### config.mk
export PLATFORM = sky130hd
export DESIGN_NAME = sram_rmw_arbiter_flat
export DESIGN_NICKNAME = d
export VERILOG_FILES = /design/src/rtl/sram_rmw_arbiter_if.sv /design/src/rtl/sram_rmw_arbiter.sv /design/src/flat_wrapper.sv
export SDC_FILE = /design/constraint.sdc
export NUM_CORES = 1
export LEC_CHECK = 0
export CAP_MARGIN = 20
export CORE_AREA = 5 5 146 148
export DETAILED_ROUTE_END_ITERATION = 8
export DIE_AREA = 0 0 151 153
export DONT_BUFFER_PORTS = 1
export PLACE_DENSITY = 0.55
export SLEW_MARGIN = 20
export SYNTH_ARGS = -nofsm -noshare
export SYNTH_HDL_FRONTEND = slang
export SYNTH_SLANG_ARGS = --single-unit
export TNS_END_PERCENT = 1
### constraint.sdc
create_clock -name Clk_CI -period 6.2 [get_ports Clk_CI]
set_clock_uncertainty 0.05 [all_clocks]
set_input_delay 0.62 -clock Clk_CI [delete_from_list [all_inputs] [get_ports Clk_CI]]
set_output_delay 0.62 -clock Clk_CI [all_outputs]
set_load 0.05 [all_outputs]
### src/rtl/sram_rmw_arbiter_if.sv
// Request/response and SRAM-side signal bundle for sram_rmw_arbiter.
// slave is the arbiter's view; master is the view of whatever drives requests and models the RAM.
interface sram_rmw_arbiter_if #(
    parameter int NUM_REQ = 2,
    parameter int ADDR_W  = 8,
    parameter int DATA_W  = 64,
    parameter int BE_W    = DATA_W / 8
);
    logic [NUM_REQ-1:0]        req_vld_i;
    logic [NUM_REQ-1:0]        req_rdy_o;
    logic [NUM_REQ-1:0]        req_we_i;
    logic [NUM_REQ*BE_W-1:0]   req_be_i;
    logic [NUM_REQ*ADDR_W-1:0] req_addr_i;
    logic [NUM_REQ*DATA_W-1:0] req_wdat_i;
    logic [NUM_REQ-1:0]        rsp_vld_o;
    logic                      rsp_we_o;
    logic [DATA_W-1:0]         rsp_rdat_o;
    logic                      ram_csel_o;
    logic                      ram_wren_o;
    logic [ADDR_W-1:0]         ram_addr_o;
    logic [DATA_W-1:0]         ram_wdat_o;
    logic [BE_W-1:0]           ram_ben_o;
    logic [DATA_W-1:0]         ram_rdat_i;

    modport slave (
        input  req_vld_i, req_we_i, req_be_i, req_addr_i, req_wdat_i, ram_rdat_i,
        output req_rdy_o, rsp_vld_o, rsp_we_o, rsp_rdat_o,
               ram_csel_o, ram_wren_o, ram_addr_o, ram_wdat_o, ram_ben_o
    );

    modport master (
        output req_vld_i, req_we_i, req_be_i, req_addr_i, req_wdat_i, ram_rdat_i,
        input  req_rdy_o, rsp_vld_o, rsp_we_o, rsp_rdat_o,
               ram_csel_o, ram_wren_o, ram_addr_o, ram_wdat_o, ram_ben_o
    );
endinterface

### src/rtl/sram_rmw_arbiter.sv
// Round-robin arbiter sharing one single-port SRAM between NUM_REQ requesters.
// Byte-enabled writes are emulated with a read-modify-write because the macro ignores byte enables.
module sram_rmw_arbiter #(
    parameter int NUM_REQ = 2,
    parameter int ADDR_W  = 8,
    parameter int DATA_W  = 64,
    parameter int BE_W    = DATA_W / 8
) (
    input  logic                Clk_CI,
    input  logic                Rst_RBI,
    sram_rmw_arbiter_if.slave   bus
);
    localparam int PTR_W = (NUM_REQ > 1) ? $clog2(NUM_REQ) : 1;

    typedef enum logic [1:0] {IDLE, RD_RSP, RMW_WR, WR_RSP} state_e;

    state_e            state_q, state_d;
    logic [PTR_W-1:0]  rr_ptr_q, rr_ptr_d;
    logic [PTR_W-1:0]  id_q, id_d;
    logic [ADDR_W-1:0] addr_q, addr_d;
    logic [BE_W-1:0]   be_q, be_d;
    logic [DATA_W-1:0] wdat_q, wdat_d;

    logic              gnt_vld;
    logic [PTR_W-1:0]  gnt_idx;
    logic              sel_we;
    logic [BE_W-1:0]   sel_be;
    logic [ADDR_W-1:0] sel_addr;
    logic [DATA_W-1:0] sel_wdat;
    logic [DATA_W-1:0] merged;

    logic [NUM_REQ-1:0] req_rdy;
    logic [NUM_REQ-1:0] rsp_vld;
    logic               rsp_we;
    logic [DATA_W-1:0]  rsp_rdat;
    logic               ram_csel;
    logic               ram_wren;
    logic [ADDR_W-1:0]  ram_addr;
    logic [DATA_W-1:0]  ram_wdat;

    // Search from rr_ptr upward, then wrap to the low indices; nothing is granted during the merge write or reset.
    always_comb begin
        gnt_vld = 1'b0;
        gnt_idx = '0;
        if (Rst_RBI && (state_q != RMW_WR)) begin
            for (int i = 0; i < NUM_REQ; i++) begin
                if (!gnt_vld && bus.req_vld_i[i] && (i >= int'(rr_ptr_q))) begin
                    gnt_vld = 1'b1;
                    gnt_idx = PTR_W'(i);
                end
            end
            for (int i = 0; i < NUM_REQ; i++) begin
                if (!gnt_vld && bus.req_vld_i[i]) begin
                    gnt_vld = 1'b1;
                    gnt_idx = PTR_W'(i);
                end
            end
        end
    end

    always_comb begin
        sel_we   = 1'b0;
        sel_be   = '0;
        sel_addr = '0;
        sel_wdat = '0;
        for (int i = 0; i < NUM_REQ; i++) begin
            if (gnt_idx == PTR_W'(i)) begin
                sel_we   = bus.req_we_i[i];
                sel_be   = bus.req_be_i[i*BE_W +: BE_W];
                sel_addr = bus.req_addr_i[i*ADDR_W +: ADDR_W];
                sel_wdat = bus.req_wdat_i[i*DATA_W +: DATA_W];
            end
        end
    end

    always_comb begin
        merged = '0;
        for (int b = 0; b < BE_W; b++) begin
            merged[b*8 +: 8] = be_q[b] ? wdat_q[b*8 +: 8] : bus.ram_rdat_i[b*8 +: 8];
        end
    end

    // Response of the previous operation and issue of the next one can share a cycle.
    always_comb begin
        state_d  = IDLE;
        rr_ptr_d = rr_ptr_q;
        id_d     = id_q;
        addr_d   = addr_q;
        be_d     = be_q;
        wdat_d   = wdat_q;
        req_rdy  = '0;
        rsp_vld  = '0;
        rsp_we   = 1'b0;
        rsp_rdat = '0;
        ram_csel = 1'b0;
        ram_wren = 1'b0;
        ram_addr = '0;
        ram_wdat = '0;

        case (state_q)
            RD_RSP: begin
                rsp_vld  = NUM_REQ'(1) << id_q;
                rsp_rdat = bus.ram_rdat_i;
            end
            WR_RSP: begin
                rsp_vld = NUM_REQ'(1) << id_q;
                rsp_we  = 1'b1;
            end
            RMW_WR: begin
                ram_csel = 1'b1;
                ram_wren = 1'b1;
                ram_addr = addr_q;
                ram_wdat = merged;
                state_d  = WR_RSP;
            end
            default: ;
        endcase

        if (gnt_vld) begin
            req_rdy = NUM_REQ'(1) << gnt_idx;
            id_d    = gnt_idx;
            if (int'(gnt_idx) == NUM_REQ - 1) begin
                rr_ptr_d = '0;
            end else begin
                rr_ptr_d = gnt_idx + 1'b1;
            end
            if (!sel_we) begin
                ram_csel = 1'b1;
                ram_addr = sel_addr;
                state_d  = RD_RSP;
            end else if (&sel_be) begin
                ram_csel = 1'b1;
                ram_wren = 1'b1;
                ram_addr = sel_addr;
                ram_wdat = sel_wdat;
                state_d  = WR_RSP;
            end else if (|sel_be) begin
                ram_csel = 1'b1;
                ram_addr = sel_addr;
                addr_d   = sel_addr;
                be_d     = sel_be;
                wdat_d   = sel_wdat;
                state_d  = RMW_WR;
            end else begin
                state_d  = WR_RSP;
            end
        end
    end

    always_ff @(posedge Clk_CI or negedge Rst_RBI) begin
        if (!Rst_RBI) begin
            state_q  <= IDLE;
            rr_ptr_q <= '0;
            id_q     <= '0;
            addr_q   <= '0;
            be_q     <= '0;
            wdat_q   <= '0;
        end else begin
            state_q  <= state_d;
            rr_ptr_q <= rr_ptr_d;
            id_q     <= id_d;
            addr_q   <= addr_d;
            be_q     <= be_d;
            wdat_q   <= wdat_d;
        end
    end

    assign bus.req_rdy_o  = req_rdy;
    assign bus.rsp_vld_o  = rsp_vld;
    assign bus.rsp_we_o   = rsp_we;
    assign bus.rsp_rdat_o = rsp_rdat;
    assign bus.ram_csel_o = ram_csel;
    assign bus.ram_wren_o = ram_wren;
    assign bus.ram_addr_o = ram_addr;
    assign bus.ram_wdat_o = ram_wdat;
    assign bus.ram_ben_o  = {BE_W{1'b1}};
endmodule

### src/flat_wrapper.sv
// flat-port wrapper written by rule: the top's interface ports become plain ports
module sram_rmw_arbiter_flat 
#(
    parameter int NUM_REQ = 2,
    parameter int ADDR_W  = 8,
    parameter int DATA_W  = 64,
    parameter int BE_W    = DATA_W / 8
)
  (Clk_CI, Rst_RBI, bus_req_vld_i, bus_req_we_i, bus_req_be_i, bus_req_addr_i, bus_req_wdat_i, bus_ram_rdat_i, bus_req_rdy_o, bus_rsp_vld_o, bus_rsp_we_o, bus_rsp_rdat_o, bus_ram_csel_o, bus_ram_wren_o, bus_ram_addr_o, bus_ram_wdat_o, bus_ram_ben_o);
  sram_rmw_arbiter_if #(.NUM_REQ(NUM_REQ), .ADDR_W(ADDR_W), .DATA_W(DATA_W), .BE_W(BE_W)) bus_i ();
  input  logic Clk_CI;
  input  logic Rst_RBI;
  input wire logic [$bits(bus_i.req_vld_i)-1:0] bus_req_vld_i;
  input wire logic [$bits(bus_i.req_we_i)-1:0] bus_req_we_i;
  input wire logic [$bits(bus_i.req_be_i)-1:0] bus_req_be_i;
  input wire logic [$bits(bus_i.req_addr_i)-1:0] bus_req_addr_i;
  input wire logic [$bits(bus_i.req_wdat_i)-1:0] bus_req_wdat_i;
  input wire logic [$bits(bus_i.ram_rdat_i)-1:0] bus_ram_rdat_i;
  output wire logic [$bits(bus_i.req_rdy_o)-1:0] bus_req_rdy_o;
  output wire logic [$bits(bus_i.rsp_vld_o)-1:0] bus_rsp_vld_o;
  output wire logic [$bits(bus_i.rsp_we_o)-1:0] bus_rsp_we_o;
  output wire logic [$bits(bus_i.rsp_rdat_o)-1:0] bus_rsp_rdat_o;
  output wire logic [$bits(bus_i.ram_csel_o)-1:0] bus_ram_csel_o;
  output wire logic [$bits(bus_i.ram_wren_o)-1:0] bus_ram_wren_o;
  output wire logic [$bits(bus_i.ram_addr_o)-1:0] bus_ram_addr_o;
  output wire logic [$bits(bus_i.ram_wdat_o)-1:0] bus_ram_wdat_o;
  output wire logic [$bits(bus_i.ram_ben_o)-1:0] bus_ram_ben_o;
  assign bus_i.req_vld_i = bus_req_vld_i;
  assign bus_i.req_we_i = bus_req_we_i;
  assign bus_i.req_be_i = bus_req_be_i;
  assign bus_i.req_addr_i = bus_req_addr_i;
  assign bus_i.req_wdat_i = bus_req_wdat_i;
  assign bus_i.ram_rdat_i = bus_ram_rdat_i;
  assign bus_req_rdy_o = bus_i.req_rdy_o;
  assign bus_rsp_vld_o = bus_i.rsp_vld_o;
  assign bus_rsp_we_o = bus_i.rsp_we_o;
  assign bus_rsp_rdat_o = bus_i.rsp_rdat_o;
  assign bus_ram_csel_o = bus_i.ram_csel_o;
  assign bus_ram_wren_o = bus_i.ram_wren_o;
  assign bus_ram_addr_o = bus_i.ram_addr_o;
  assign bus_ram_wdat_o = bus_i.ram_wdat_o;
  assign bus_ram_ben_o = bus_i.ram_ben_o;
  sram_rmw_arbiter #(.NUM_REQ(NUM_REQ), .ADDR_W(ADDR_W), .DATA_W(DATA_W), .BE_W(BE_W)) u_core (.Clk_CI(Clk_CI), .Rst_RBI(Rst_RBI), .bus(bus_i));
endmodule
# Word level (Yosys, flattened, before mapping)
# Index checks and enable logic that the tools add are counted.
[totals]
ff_bits = 84
latchBits = 0
ram_bits = 0
romBits = 0
in_bits = 230
output_inout_bits = 151
word_cells = 78
n_memories = 0
[classes]
add_sub_neg = 1
multipliers = 0
div = 0
n_lt_le_gt_ge = 1
eq_ne = 4
shifts = 2
muxes = 51
bitwise_logic = 1
n_reduce_logical = 12
[ops]
columns = ["op", "count"]
rows = [
  ["64-bit 2-to-1 mux", 6],
  ["8-bit 2-to-1 mux", 15],
  ["1-bit 2-to-1 mux", 24],
  ["2-bit 2-to-1 mux", 6],
  ["8-bit AND reduction", 1],
  ["8-bit OR reduction", 1],
  ["1-bit logical AND", 5],
  ["2-bit == test (second input constant)", 2],
  ["4-bit AND reduction", 1],
  ["1-bit by 1-bit left shift with 2-bit output (first input constant)", 2],
  ["1-bit logical NOT", 3],
  ["2-bit by 1-bit == test with 1-bit output (second input constant)", 1],
  ["2-bit != test (second input constant)", 1],
  ["2-bit OR reduction", 1],
  ["1-bit adder (second input constant)", 1],
  ["1-bit >= comparator (first input constant)", 1],
  ["1-bit NOT", 1],
]

# Longest topological paths before layout
[depth]
word_depth = 22
mapped_depth = 8
ltp_nobuf = 5

# Least setup slack after synthesis
# OpenSTA, ideal clock, no wires.
[synth_timing]
path_kind = "in2out"
startpoint = "in bus_req_vld_i[0]"
endpoint = "out bus_ram_addr_o[6]"
arrival_time_ps = 2711
required_ps = 5530
slack_ps = 2819
path_stages = 5
path_buffers = 0
cell_sequence = "nor2b_1 nand4b_4 mux2i_1 nor3_1 o32ai_1"
[synth_via]
elab_chain_len = 21
elab_cells_between_ends = 28
classes_between = "19 x mux; 9 x reduce/logical"
[synth_lines]
columns = ["element", "line_no", "rtl"]
rows = [
  ["start: declaration", "flat_wrapper.sv:13", "input wire logic [$bits(bus_i.req_vld_i)-1:0] bus_req_vld_i;"],
  ["1-bit logical AND", "sram_rmw_arbiter.sv:47", "if (!gnt_vld && bus.req_vld_i[i] && (i >= int'(rr_ptr_q))) begin"],
  ["1-bit 2-to-1 mux", "sram_rmw_arbiter.sv:47", ""],
  ["1-bit 2-to-1 mux", "sram_rmw_arbiter.sv:45", "if (Rst_RBI && (state_q != RMW_WR)) begin"],
  ["1-bit logical NOT", "sram_rmw_arbiter.sv:47", ""],
  ["1-bit logical AND", "sram_rmw_arbiter.sv:47", ""],
  ["1-bit 2-to-1 mux", "sram_rmw_arbiter.sv:47", ""],
  ["1-bit 2-to-1 mux", "sram_rmw_arbiter.sv:45", ""],
  ["1-bit logical NOT", "sram_rmw_arbiter.sv:53", "if (!gnt_vld && bus.req_vld_i[i]) begin"],
  ["[5 not listed]", "-", ""],
  ["1-bit 2-to-1 mux", "sram_rmw_arbiter.sv:53", ""],
  ["1-bit 2-to-1 mux", "sram_rmw_arbiter.sv:45", ""],
  ["8-bit 2-to-1 mux", "sram_rmw_arbiter.sv:67", "if (gnt_idx == PTR_W'(i)) begin"],
  ["8-bit OR reduction", "sram_rmw_arbiter.sv:137", "end else if (|sel_be) begin"],
  ["8-bit 2-to-1 mux", "sram_rmw_arbiter.sv:137", ""],
  ["8-bit 2-to-1 mux", "sram_rmw_arbiter.sv:131", "end else if (&sel_be) begin"],
  ["8-bit 2-to-1 mux", "sram_rmw_arbiter.sv:127", "if (!sel_we) begin"],
  ["8-bit 2-to-1 mux (*)", "sram_rmw_arbiter.sv:119", "if (gnt_vld) begin"],
  ["end: declaration", "flat_wrapper.sv:25", "output wire logic [$bits(bus_i.ram_addr_o)-1:0] bus_ram_addr_o;"],
]
# Mark *: on every way between the ends. The rest lies on a longest branch, timed or not. The select of a mux whose other input is x is not followed.

# Worst setup path after layout
[layout_timing]
startpoint = "reg u_core.state_q[0]"
endpoint = "out bus_ram_addr_o[4]"
[layout_via]
elab_chain_len = 9
elab_cells_between_ends = 15
classes_between = "2 x eq/ne; 10 x mux; 3 x reduce/logical"
[layout_lines]
columns = ["element", "line_no", "rtl"]
rows = [
  ["start: declaration", "sram_rmw_arbiter.sv:17", "state_e state_q, state_d;"],
  ["start signal: assignment", "sram_rmw_arbiter.sv:159", "state_q <= state_d;"],
  ["2-bit != test", "sram_rmw_arbiter.sv:45", ""],
  ["1-bit logical AND", "sram_rmw_arbiter.sv:45", ""],
  ["1-bit 2-to-1 mux", "sram_rmw_arbiter.sv:45", ""],
  ["8-bit 2-to-1 mux", "sram_rmw_arbiter.sv:67", ""],
  ["8-bit OR reduction", "sram_rmw_arbiter.sv:137", ""],
  ["8-bit 2-to-1 mux", "sram_rmw_arbiter.sv:137", ""],
  ["8-bit 2-to-1 mux", "sram_rmw_arbiter.sv:131", ""],
  ["8-bit 2-to-1 mux", "sram_rmw_arbiter.sv:127", ""],
  ["8-bit 2-to-1 mux (*)", "sram_rmw_arbiter.sv:119", ""],
]
# Mark *: on every way between the ends. The rest lies on a longest branch, timed or not.

==> impl_metrics.env <==
export IMPL_synth_xor_area_share_pct=0
export IMPL_nets=819
export IMPL_post_cts_buffers=0
export IMPL_overflow=0
export IMPL_peakVddDrop_uv=234.4
export IMPL_cellLeakagePower_uw=0.003803
export IMPL_cts_sinks=84
export IMPL_postRouteAntennaNets=0
export IMPL_fillerInstances=2045
export IMPL_critical_path_max_stage_delay_ps=860
export IMPL_crit_slowest_cell="o22ai_1"
export IMPL_ys_warn_count=0
export IMPL_multiInputGateArea_sq_um=3495
export IMPL_cts_tree="yes"
export IMPL_drive_above_1_share_pct=8.586
export IMPL_seq_area_sq_um=2102
export IMPL_finalCritPeriodShare_pct=70.83
export IMPL_synthCells=617
export IMPL_syn_area_sq_um=6202
export IMPL_ys_ff_latch=84
export IMPL_crit_path_cell_trace="nand2b_4, nand4b_4, buf_4, mux2i_1, o31ai_4, o22ai_1"
export IMPL_dp_cells=846
export IMPL_synth_top_area_share_pct=33.89
export IMPL_tns_ps=0
export IMPL_maxSlewHeadroom_pct=27.73
export IMPL_yosysTopAreaCell="dfrtp_1"
export IMPL_final_hold_violation_count=0
export IMPL_arrival_ps=3720
export IMPL_grt_pass1_wl_mm=27.46
export IMPL_via_count=4561
export IMPL_cts_resized=0
export IMPL_port_buffers=0
export IMPL_die_w_microns=151
export IMPL_crit_type="register to output port"
export IMPL_startpoint_type="register"
export IMPL_dieArea_sq_um=23100
export IMPL_wirelength_mm=18.40
export IMPL_routed_via_density=5.279
export IMPL_fmax_ghz=0.2277
export IMPL_yosys_top_cells_area="dfrtp_1 (34%), mux2i_1 (34%), o22ai_1 (7.2%)"
export IMPL_cts_hold_buf=1
export IMPL_start_util_pct=31.15
export IMPL_numCtsBuffers=9
export IMPL_crit_required_ps=5530
export IMPL_ctsHtreeMaxLevel=3
export IMPL_rsz0062_at_grt="no"
export IMPL_grt_max_degree=85
export IMPL_ys_seq_area_share_pct=33.89
export IMPL_drtPass1Iterations=4
export IMPL_min_period_ps=4392
export IMPL_gp_congestion=0.7350
export IMPL_power_per_cell_area_nw_per_um2=598.2
export IMPL_dr_first_iter_drc_count=110
export IMPL_grt_pass1_vias=5137
export IMPL_route_detailed_wl_per_inst_microns=21.30
export IMPL_num_rows=52
export IMPL_syn_avg_cell_area_sq_um=10.05
export IMPL_dp_hpwl_mm=13.91
export IMPL_worstMarginPinSlew_ps=1100
export IMPL_placeableCoreArea_sq_um=19910
export IMPL_yosys_area_share_adder_pct=0
export IMPL_ys_types=33
export IMPL_syn_to_final_growth_pct=7.041
export IMPL_final_cell_count_no_fill=864
export IMPL_cts_root_buf="clkbuf_16"
export IMPL_status="finished, final reports clean"
export IMPL_diodes=0
export IMPL_fin_total_pwr_uw=3971
export IMPL_antenna_found_initial=0
export IMPL_track_usage_pct=15.08
export IMPL_drc=0
export IMPL_worst_hold_path_type="input port to asynchronous set/reset pin"
export IMPL_synth_simple_area_share_pct=9.199
export IMPL_synth_area_mux_share_pct=37.70
export IMPL_drv_slew=0
export IMPL_synth_compound_area_share_pct=8.433
export IMPL_clk_pin_slew_ps=70
export IMPL_crit_path_end_kind="output port"
export IMPL_io_pins=381
export IMPL_clock_path_buffers=2
export IMPL_synth_top_family_by_area="multiplexers"
export IMPL_insertion_delay_ps=340
export IMPL_setup_violations=0
export IMPL_cp_max_fo=77
export IMPL_cap_violations=0
export IMPL_die_h_microns=153
==> final cells by class <==
class	count	share of cell area, %
well taps	270	5.089
multi-input cells	408	52.64
clock buffers	11	3.656
inverters	76	4.297
repair buffers	10	1.734
flip-flops and latches	84	31.66
clock inverters	5	0.9235
==> layer usage <==
metal  GRT usage (%)  share of wire (%)  vias to the layer above
met3           4.264                7.9                       19
met4           4.577                1.2                        0
met1           16.51                 39                     2214
li1                -                  -                     2088
met2           27.84                 52                      240
met5               0                  0                        -
==> metrics by stage <==
step           util [%]  setup slack (ps)  hold WS (ps)  area [sq um]
2_1_floorplan         -              2819         274.4          6228
3_3_place_gp      31.54              2252         277.3          6280
3_5_place_dp      31.54              2125         277.9          6280
4_1_cts           33.21              1699         138.4          6611
5_1_grt           33.35              1561         156.8          6639
6_report          33.35              1808         133.0          6639
==> worst max-delay path, delay by kind of cell, from the launching register on <==
family | cells | cell delay, ps
compound gates | 2 | 1010
mux | 1 | 460
buf+inv | 1 | 610
flops | 1 | 400
simple gates | 2 | 880
==> sequential cells by signal (all words and copies together), names as in the netlist <==
register,cells
u_core.addr_q,8
u_core.state_q,2
u_core.be_q,8
u_core.id_q,1
u_core.rr_ptr_q,1
u_core.wdat_q,64
==> path summary, 6_finish.rpt <==
kind	cells after the start	end	slack, ps	startpoint
worst max-delay path	6	bus_ram_addr_o[4]	1810	u_core.state_q[0]
max in group asynchronous	1	u_core.rr_ptr_q	5610	Rst_RBI
worst max register to register	7	u_core.be_q[1]	2280	u_core.state_q[0]
min in group Clk_CI	1	u_core.rr_ptr_q	430	u_core.rr_ptr_q
worst min-delay path	1	u_core.wdat_q[24]	130	Rst_RBI
worst min register to register	1	u_core.rr_ptr_q	430	u_core.rr_ptr_q
==> synth_stat cells (all sizes together) <==
master,instances
a21o,2
a21oi,1
and2,66
buf,40
clkbuf,16
conb,1
dfrtp,84
inv,76
mux2,18
mux2i,210
nand2,7
nand2b,1
nand3,1
nand3b,1
nand4,4
nand4b,1
nor2,4
nor2b,1
nor3,1
nor3b,1
nor4,4
o211ai,1
o21a,1
o21ai,2
o22ai,71
o31ai,1
o32ai,1
==> cell usage in the layout (no fill, tap or decap), drive strengths merged, types with 2 or more instances in the layout <==
| cell type | Yosys | layout |
|---|---|---|
| a21o | 2 | 2 |
| clkbuf | 16 | 11 |
| nand4 | 4 | 4 |
| buf | 40 | 10 |
| clkinvlp | 0 | 3 |
| and2 | 66 | 66 |
| dfrtp | 84 | 84 |
| inv | 76 | 76 |
| o21ai | 2 | 2 |
| o22ai | 71 | 71 |
| nor4 | 4 | 4 |
| nor2 | 4 | 4 |
| nand2 | 7 | 7 |
| conb | 1 | 8 |
| mux2 | 18 | 18 |
| mux2i | 210 | 210 |
==> power breakdown <==
| group | switching [uW] | internal [uW] |
|---|---|---|
| sequential | 257 | 826 |
| combinational | 1730 | 601 |
| clock | 233 | 324 |
| total | 2220 | 1750 |
==> kinds of logic (layout without fill, tap and decap cells) <==
| logic type | count (synthesis) | count (layout) |
|---|---|---|
| and+or+nand+nor | 92 | 92 |
| other | 1 | 8 |
| buffers and inverters | 132 | 102 |
| DFF | 84 | 84 |
| muxes | 228 | 228 |
| AOI/OAI and AO/OA | 80 | 80 |
Note: power is estimated with default switching activity, not from simulation.
